==> src/rtl/his_acq_scheduler_pkg.sv <==
// Shared types, default sizes and helpers for the SiFH acquisition scheduler.
package his_acq_scheduler_pkg;

   localparam int Np                = 10;
   localparam int PIXEL_NUM_PER_RAM = 3;
   localparam int ACQ_CYCLES_DEF    = 4;
   localparam int DRAIN_MAX_DEF     = 8;

   typedef enum logic [2:0] {
      ST_IDLE      = 3'd0,
      ST_WAIT_SYNC = 3'd1,
      ST_COLLECT   = 3'd2,
      ST_DRAIN     = 3'd3,
      ST_READOUT   = 3'd4,
      ST_CLEAR     = 3'd5
   } acq_state_t;

   // Saturating 8-bit add for the drop counter.
   function automatic logic [7:0] sat_add8(input logic [7:0] a, input logic [7:0] b);
      logic [8:0] s;
      s = {1'b0, a} + {1'b0, b};
      return s[8] ? 8'hFF : s[7:0];
   endfunction

endpackage

==> src/rtl/his_acq_scheduler_if.sv <==
// Pixel-stream and histogram-builder handshake bundle for the acquisition scheduler.
interface his_acq_scheduler_if
   import his_acq_scheduler_pkg::*;
#(
   parameter int NP   = Np,
   parameter int NPIX = PIXEL_NUM_PER_RAM
) ();
   localparam int PIXW = (NPIX > 1) ? $clog2(NPIX) : 1;

   logic [NPIX-1:0]    pixValid;
   logic [NPIX*NP-1:0] pixData;
   logic [NPIX-1:0]    pixReady;
   logic               hbStall;
   logic               hbWrEn;
   logic [NP-1:0]      hbData;
   logic [PIXW-1:0]    hbPix;

   modport master (
      output pixValid, pixData, hbStall,
      input  pixReady, hbWrEn, hbData, hbPix
   );

   modport slave (
      input  pixValid, pixData, hbStall,
      output pixReady, hbWrEn, hbData, hbPix
   );
endinterface

==> src/rtl/his_acq_scheduler_rr_arbiter.sv <==
// Round-robin arbiter: the search begins one past the last granted index.
module rr_arbiter #(
   parameter  int N = 3,
   localparam int W = (N > 1) ? $clog2(N) : 1
) (
   input  logic         clk,
   input  logic         res,
   input  logic [N-1:0] req,
   input  logic         en,
   input  logic         adv,
   output logic [N-1:0] gnt,
   output logic [W-1:0] idx
);
   logic [W-1:0] ptr_r;
   logic [W-1:0] idx_s;
   logic         found_s;
   logic         hit_s;

   // First requester at or after the pointer, wrapping around.
   always_comb begin
      idx_s   = {W{1'b0}};
      found_s = 1'b0;
      hit_s   = 1'b0;
      for (int k = 0; k < N; k++) begin
         hit_s   = !found_s && req[(int'(ptr_r) + k) % N];
         idx_s   = hit_s ? W'((int'(ptr_r) + k) % N) : idx_s;
         found_s = found_s | hit_s;
      end
   end

   assign gnt = (en && found_s) ? (N'(1) << idx_s) : {N{1'b0}};
   assign idx = idx_s;

   // Pointer moves past the winner only when a transfer actually happens.
   always_ff @(posedge clk) begin
      if (res) begin
         ptr_r <= {W{1'b0}};
      end else if (adv) begin
         ptr_r <= (idx_s == W'(N - 1)) ? {W{1'b0}} : idx_s + {{(W-1){1'b0}}, 1'b1};
      end else begin
         ptr_r <= ptr_r;
      end
   end
endmodule

==> src/rtl/his_acq_scheduler.sv <==
// Frames acquisitions in laser cycles, arbitrates pixel timestamps onto the
// histogram builder write port, then sequences readout and clear.
module his_acq_scheduler
   import his_acq_scheduler_pkg::*;
#(
   parameter int NP        = Np,
   parameter int NPIX      = PIXEL_NUM_PER_RAM,
   parameter int CYCLES    = ACQ_CYCLES_DEF,
   parameter int DRAIN_MAX = DRAIN_MAX_DEF
) (
   input  logic       clk,
   input  logic       res,
   input  logic       start,
   input  logic       contMode,
   input  logic       laserSync,
   his_acq_scheduler_if.slave bus,
   output logic       rdReq,
   input  logic       rdAck,
   output logic       clrHist,
   output logic       busy,
   output logic [7:0] dropCnt
);
   localparam int PIXW = (NPIX > 1) ? $clog2(NPIX) : 1;

   acq_state_t      state_r;
   logic [7:0]      cycle_cnt_r;
   logic [7:0]      drain_cnt_r;
   logic            arb_en_s;
   logic [NPIX-1:0] gnt_s;
   logic [PIXW-1:0] idx_s;
   logic            hs_s;
   logic            hb_wr_en_r;
   logic [NP-1:0]   hb_data_r;
   logic [PIXW-1:0] hb_pix_r;
   logic            rd_req_r;
   logic            clr_hist_r;
   logic            busy_r;
   logic [7:0]      drop_cnt_r;

   function automatic logic [7:0] popcnt(input logic [NPIX-1:0] v);
      logic [7:0] n;
      n = 8'd0;
      for (int k = 0; k < NPIX; k++) n = n + {7'd0, v[k]};
      return n;
   endfunction

   assign arb_en_s = ((state_r == ST_COLLECT) || (state_r == ST_DRAIN)) && !bus.hbStall;
   assign hs_s     = |gnt_s;

   rr_arbiter #(.N(NPIX)) u_arb (
      .clk (clk),
      .res (res),
      .req (bus.pixValid),
      .en  (arb_en_s),
      .adv (hs_s),
      .gnt (gnt_s),
      .idx (idx_s)
   );

   assign bus.pixReady = gnt_s;
   assign bus.hbWrEn   = hb_wr_en_r;
   assign bus.hbData   = hb_data_r;
   assign bus.hbPix    = hb_pix_r;
   assign rdReq        = rd_req_r;
   assign clrHist      = clr_hist_r;
   assign busy         = busy_r;
   assign dropCnt      = drop_cnt_r;

   // Builder write stage; data and index hold their last value between writes.
   always_ff @(posedge clk) begin
      if (res) begin
         hb_wr_en_r <= 1'b0;
         hb_data_r  <= {NP{1'b0}};
         hb_pix_r   <= {PIXW{1'b0}};
      end else if (hs_s) begin
         hb_wr_en_r <= 1'b1;
         hb_data_r  <= bus.pixData[int'(idx_s)*NP +: NP];
         hb_pix_r   <= idx_s;
      end else begin
         hb_wr_en_r <= 1'b0;
      end
   end

   // Acquisition sequencer; status outputs are updated together with the state.
   always_ff @(posedge clk) begin
      if (res) begin
         state_r     <= ST_IDLE;
         cycle_cnt_r <= 8'd0;
         drain_cnt_r <= 8'd0;
         rd_req_r    <= 1'b0;
         clr_hist_r  <= 1'b0;
         busy_r      <= 1'b0;
         drop_cnt_r  <= 8'd0;
      end else begin
         case (state_r)
            ST_IDLE: begin
               if (start) begin
                  state_r <= ST_WAIT_SYNC;
                  busy_r  <= 1'b1;
               end
            end
            ST_WAIT_SYNC: begin
               if (laserSync) begin
                  state_r     <= ST_COLLECT;
                  cycle_cnt_r <= 8'd0;
               end
            end
            ST_COLLECT: begin
               if (laserSync) begin
                  cycle_cnt_r <= cycle_cnt_r + 8'd1;
                  if (cycle_cnt_r == 8'(CYCLES - 1)) begin
                     state_r     <= ST_DRAIN;
                     drain_cnt_r <= 8'd0;
                  end
               end
            end
            ST_DRAIN: begin
               if (bus.pixValid == {NPIX{1'b0}}) begin
                  state_r  <= ST_READOUT;
                  rd_req_r <= 1'b1;
               end else if (drain_cnt_r == 8'(DRAIN_MAX - 1)) begin
                  state_r    <= ST_READOUT;
                  rd_req_r   <= 1'b1;
                  drop_cnt_r <= sat_add8(drop_cnt_r, popcnt(bus.pixValid));
               end else begin
                  drain_cnt_r <= drain_cnt_r + 8'd1;
               end
            end
            ST_READOUT: begin
               if (rdAck) begin
                  state_r    <= ST_CLEAR;
                  rd_req_r   <= 1'b0;
                  clr_hist_r <= 1'b1;
               end
            end
            ST_CLEAR: begin
               clr_hist_r <= 1'b0;
               state_r    <= contMode ? ST_WAIT_SYNC : ST_IDLE;
               busy_r     <= contMode;
            end
            default: begin
               state_r    <= ST_IDLE;
               rd_req_r   <= 1'b0;
               clr_hist_r <= 1'b0;
               busy_r     <= 1'b0;
            end
         endcase
      end
   end
endmodule

==> src/flat_wrapper.sv <==
// flat-port wrapper written by rule: the top's interface ports become plain ports
module his_acq_scheduler_flat import his_acq_scheduler_pkg::*;
#(
   parameter int NP        = Np,
   parameter int NPIX      = PIXEL_NUM_PER_RAM,
   parameter int CYCLES    = ACQ_CYCLES_DEF,
   parameter int DRAIN_MAX = DRAIN_MAX_DEF
)
  (clk, res, start, contMode, laserSync, rdReq, rdAck, clrHist, busy, dropCnt, bus_pixValid, bus_pixData, bus_hbStall, bus_pixReady, bus_hbWrEn, bus_hbData, bus_hbPix);
  his_acq_scheduler_if #(.NP(NP), .NPIX(NPIX)) bus_i ();
  input  logic clk;
  input  logic res;
  input  logic start;
  input  logic contMode;
  input  logic laserSync;
  output logic rdReq;
  input  logic rdAck;
  output logic clrHist;
  output logic busy;
  output logic [7:0] dropCnt;
  input wire logic [$bits(bus_i.pixValid)-1:0] bus_pixValid;
  input wire logic [$bits(bus_i.pixData)-1:0] bus_pixData;
  input wire logic [$bits(bus_i.hbStall)-1:0] bus_hbStall;
  output wire logic [$bits(bus_i.pixReady)-1:0] bus_pixReady;
  output wire logic [$bits(bus_i.hbWrEn)-1:0] bus_hbWrEn;
  output wire logic [$bits(bus_i.hbData)-1:0] bus_hbData;
  output wire logic [$bits(bus_i.hbPix)-1:0] bus_hbPix;
  assign bus_i.pixValid = bus_pixValid;
  assign bus_i.pixData = bus_pixData;
  assign bus_i.hbStall = bus_hbStall;
  assign bus_pixReady = bus_i.pixReady;
  assign bus_hbWrEn = bus_i.hbWrEn;
  assign bus_hbData = bus_i.hbData;
  assign bus_hbPix = bus_i.hbPix;
  his_acq_scheduler #(.NP(NP), .NPIX(NPIX), .CYCLES(CYCLES), .DRAIN_MAX(DRAIN_MAX)) u_core (.clk(clk), .res(res), .start(start), .contMode(contMode), .laserSync(laserSync), .bus(bus_i), .rdReq(rdReq), .rdAck(rdAck), .clrHist(clrHist), .busy(busy), .dropCnt(dropCnt));
endmodule
==> config.mk <==
export PLATFORM = sky130hd
export DESIGN_NAME = his_acq_scheduler_flat
export DESIGN_NICKNAME = d
export VERILOG_FILES = /design/src/rtl/his_acq_scheduler_pkg.sv /design/src/rtl/his_acq_scheduler_if.sv /design/src/rtl/his_acq_scheduler_rr_arbiter.sv /design/src/rtl/his_acq_scheduler.sv /design/src/flat_wrapper.sv
export SDC_FILE = /design/constraint.sdc
export NUM_CORES = 1
export LEC_CHECK = 0
export CORE_MARGIN = 10
export CORE_UTILIZATION = 51
export CTS_BUF_LIST = sky130_fd_sc_hd__clkbuf_4 sky130_fd_sc_hd__clkbuf_8 sky130_fd_sc_hd__clkbuf_16
export DETAILED_ROUTE_END_ITERATION = 8
export GPL_ROUTABILITY_DRIVEN = 0
export PLACE_DENSITY_LB_ADDON = 0.08
export RECOVER_POWER = 100
export SLEW_MARGIN = 25
export SYNTH_ARGS = -nofsm -noshare
export SYNTH_HDL_FRONTEND = slang
export SYNTH_HIERARCHICAL = 1
export SYNTH_SLANG_ARGS = --single-unit
==> constraint.sdc <==
create_clock -name clk -period 4.9 [get_ports clk]
set_clock_uncertainty 0.05 [all_clocks]
set_input_delay 0.49 -clock clk [delete_from_list [all_inputs] [get_ports clk]]
set_output_delay 0.49 -clock clk [all_outputs]
set_load 0.02 [all_outputs]
==> impl_results.md <==
- DPL Wire Length: 5190 microns
- First-pass GRT wire length: 11600 microns
- Synth-to-Final Area Change: 29.1%
- Hold worst-path end: u_core/bus.hbPix[0]
- Final setup fails: 0
- Post-synth EDFFs: 0
- CORE AREA: 5040 sq um
- Failing checks: max-capacitance violations, max-slew violations
- Initial antenna violation count: 0
- Synthesized flop and latch total: 45
- GRT Total Usage: 16.1%
- H-tree level count: 2
- Initial Util: 52.1%
- CP Data Required Time: 4360 ps
- Share of cells above drive strength 1: 4.72%
- PostCTS Resize Cnt: 0
- Primary FF master, synth: dfxtp_1
- RSZ-0062 raised after global routing: false
- Clk Latency, worst-skew pair: 290 ps
- Final Max Slew Viols: 44
- Number of fill cells: 447
- Via count: 2542
- Cell Area, Synth: 2630 sq um
- Diodes inserted: 0
- CTS Sinks: 45
- Hold Crit Start: u_core/bus.hbPix[0]
- CP top delay family: buffers and inverters
- Reg2Reg Depth: 10
- Cells after synthesis: 320
- Clock buffer depth: 2
- Clock-pin transition on the worst setup and hold timing paths: 80 ps
- Vias in the first global route: 2460
- Routed wire length: 6770 microns
- Avg Inst Size Synth: 8.20 sq um
- Worst IR Drop VDD: 0.216 mV
- Cell row count: 26
- Slowest-stage cell, CP: dlygate4sd3_1
- DR WL/cell: 15.0 microns
- CTS Buf Count: 5
- Synth Warn #: 6
- Post-cts hold buffer count: 0
- Leakage power: 1.29 nW
- Fmax: 0.249 GHz
- Die Y-Extent: 91.7 microns
- Critical Path Sink Type: primary output
- Die width: 91.7 microns
- Final #Nets: 430
- Netlist cell types: 57
- Remaining antenna violation count: 0
- Die area: 8420 sq um
- Inst Count DP: 443
- CP bufs+invs: 3
- Post-synthesis sequential area ratio: 34.3%
- Worst-Margin Slew: 1850 ps
- Crit path time final: 4010 ps
- RR Endpoint: u_core/bus.hbPix[1]
- Largest net degree at the start of global routing: 44
- Final Instance Count excl. Fillers: 451
- Rel. slew slack: -23.0%
- Worst setup path class: input port to primary output
- Final worst-path cycle share: 81.8%
- Post-route setup TNS: 0 ps
- Synth async-reset ratio: 0%
- Setup repair bufs after CTS: 0
- Crit-path cells: clkdlybuf4s50_1 > and3b_4 > a31o_1 > o32ai_2 > inv_1 > a2111oi_0 > dlygate4sd3_1
- Reg2reg setup slack: 1230 ps
- Vias per cell: 5.64
- PwrDens: 238 nW/um^2
- Status: finished with violations
- Endpoints failing hold: 0
- CTS tree: built
- Most frequent cells in the layout: nor2_1 (50), dfxtp_1 (45), clkdlybuf4s50_1 (37)
- Syn Nets: 370
- Hold WC Path Type: register to register
- CP max FO: 13
- Max stage delay on crit path: 760 ps
- DRC Markers: 0
- Root Buffer: clkbuf_8
- Number of port buffers: 66
- WHS Path Cells: 2
- Iteration-0 DRC Markers: 101
- Commonest non-fill, non-tap cell in the layout: nor2_1
- Total global routing overflow: 0
- First-pass detailed-route iteration total: 4
- Critical path arrival: 3470 ps
- Maximum Capacitance Violations: 1
- CP Launch Type: input port
- Total I/O pin count: 67
- Reg2reg start: u_core/u_arb/ptr_r[0]
[where the power goes]
| group | total (mW) | switching (mW) | leakage [nW] | internal, mW |
|---|---|---|---|---|
| combinational | 0.179 | 0.0934 | 0.883 | 0.0854 |
| sequential | 0.393 | 0.0160 | 0.364 | 0.377 |
| clock | 0.235 | 0.123 | 0.0453 | 0.112 |
[kinds of logic (layout without fill, tap and decap cells)]
group | after synthesis | in the layout | synth area share (%)
simple gates | 146 | 146 | 28.5
compound gates | 72 | 72 | 19.7
flops | 45 | 45 | 34.3
buf+inv | 23 | 84 | 3.34
mux | 18 | 18 | 6.86
fa+ha+maj | 10 | 10 | 5.34
xor+xnor | 6 | 6 | 2.00
[worst min-delay path, delay by kind of cell, from the launching register on]
| family | cells | cell delay (ps) |
|---|---|---|
| flip-flops | 1 | 330 |
| AND/OR/NAND/NOR | 1 | 80 |
| multiplexers | 1 | 60 |
[flip-flops by register name, summed over array words and instances (netlist names)]
| name | flops |
|---|---|
| u_core/u_arb/ptr_r | 2 |
| u_core/rdReq | 1 |
| u_core/bus.hbPix | 2 |
| u_core/busy | 1 |
| u_core/bus.hbWrEn | 1 |
| u_core/dropCnt | 8 |
| u_core/state_r | 3 |
| u_core/clrHist | 1 |
| u_core/drain_cnt_r | 8 |
| u_core/cycle_cnt_r | 8 |
| u_core/bus.hbData | 10 |
[cells in the mapped netlist, drive strengths merged (2+ instances only)]
master   number  share of area (%)
a2111oi       2               0.91
a211oi       14                4.2
a21oi        25                4.8
a221oi        3                1.0
a311oi        3                1.0
a31oi         5                1.2
and3          3               0.72
and3b         2               0.81
buf           2               0.33
clkbuf       12                1.7
dfxtp        45                 34
fa            2                1.5
ha            8                3.8
inv           9                1.3
mux2i        18                6.9
nand2        22                3.1
nand2b       10                2.4
nand3        12                2.3
nand4         6                1.4
nor2         51                7.4
nor2b         9                2.1
nor3         14                3.3
o21a          3               0.86
o21ai         5               0.95
o2bb2ai       2               0.67
or2           3               0.72
or3           7                1.9
or4           2               0.72
xor2          5                1.7
[routing by layer]
metal | track usage (%) | vias to the layer above | share of wire (%)
met5 | 0 | - | 0
met2 | 25.9 | 66 | 47
met1 | 19.7 | 1187 | 44
met4 | 4.76 | 0 | 1.3
li1 | - | 1280 | -
met3 | 6.03 | 9 | 7.4
[worst max path at each step]
stage | slack (ps) | cells past startpoint | from | to
after floorplan | 1240 | 11 | u_core/u_arb/ptr_r[0] | u_core/u_arb/ptr_r[0]
after global placement | 1260 | 7 | bus_pixValid[1] | bus_pixReady[0]
after detailed placement | 1170 | 9 | bus_pixValid[1] | u_core/u_arb/ptr_r[0]
after CTS | 1180 | 7 | bus_pixValid[1] | bus_pixReady[0]
after global routing | 560 | 8 | u_core/u_arb/ptr_r[0] | bus_pixReady[0]
final | 890 | 7 | bus_pixValid[1] | bus_pixReady[0]
[metrics by stage]
stage               power, mW  util [%]  setup WS [ps]  instance area (sq um)  hold slack, ps
floorplan               0.513         -           1240                   2630             416
global placement        0.582      66.0           1260                   3330             433
detailed placement      0.586      66.0           1170                   3330             437
CTS                     0.820      67.8           1180                   3420             457
global route            0.850      67.2            561                   3390             482
finish                  0.807      67.2            890                   3390             447
[cell type report]
| type | count | area (sq um) | share of cell area, % |
|---|---|---|---|
| clock buffer | 7 | 83.8 | 2.47 |
| clock inverter | 1 | 7.51 | 0.222 |
| inverter | 9 | 33.8 | 0.997 |
| multi-input combinational | 252 | 1610 | 47.5 |
| sequential | 45 | 901 | 26.6 |
| tap | 70 | 87.6 | 2.58 |
| timing repair buffer | 67 | 664 | 19.6 |
Power figures use the tool's default switching activity.
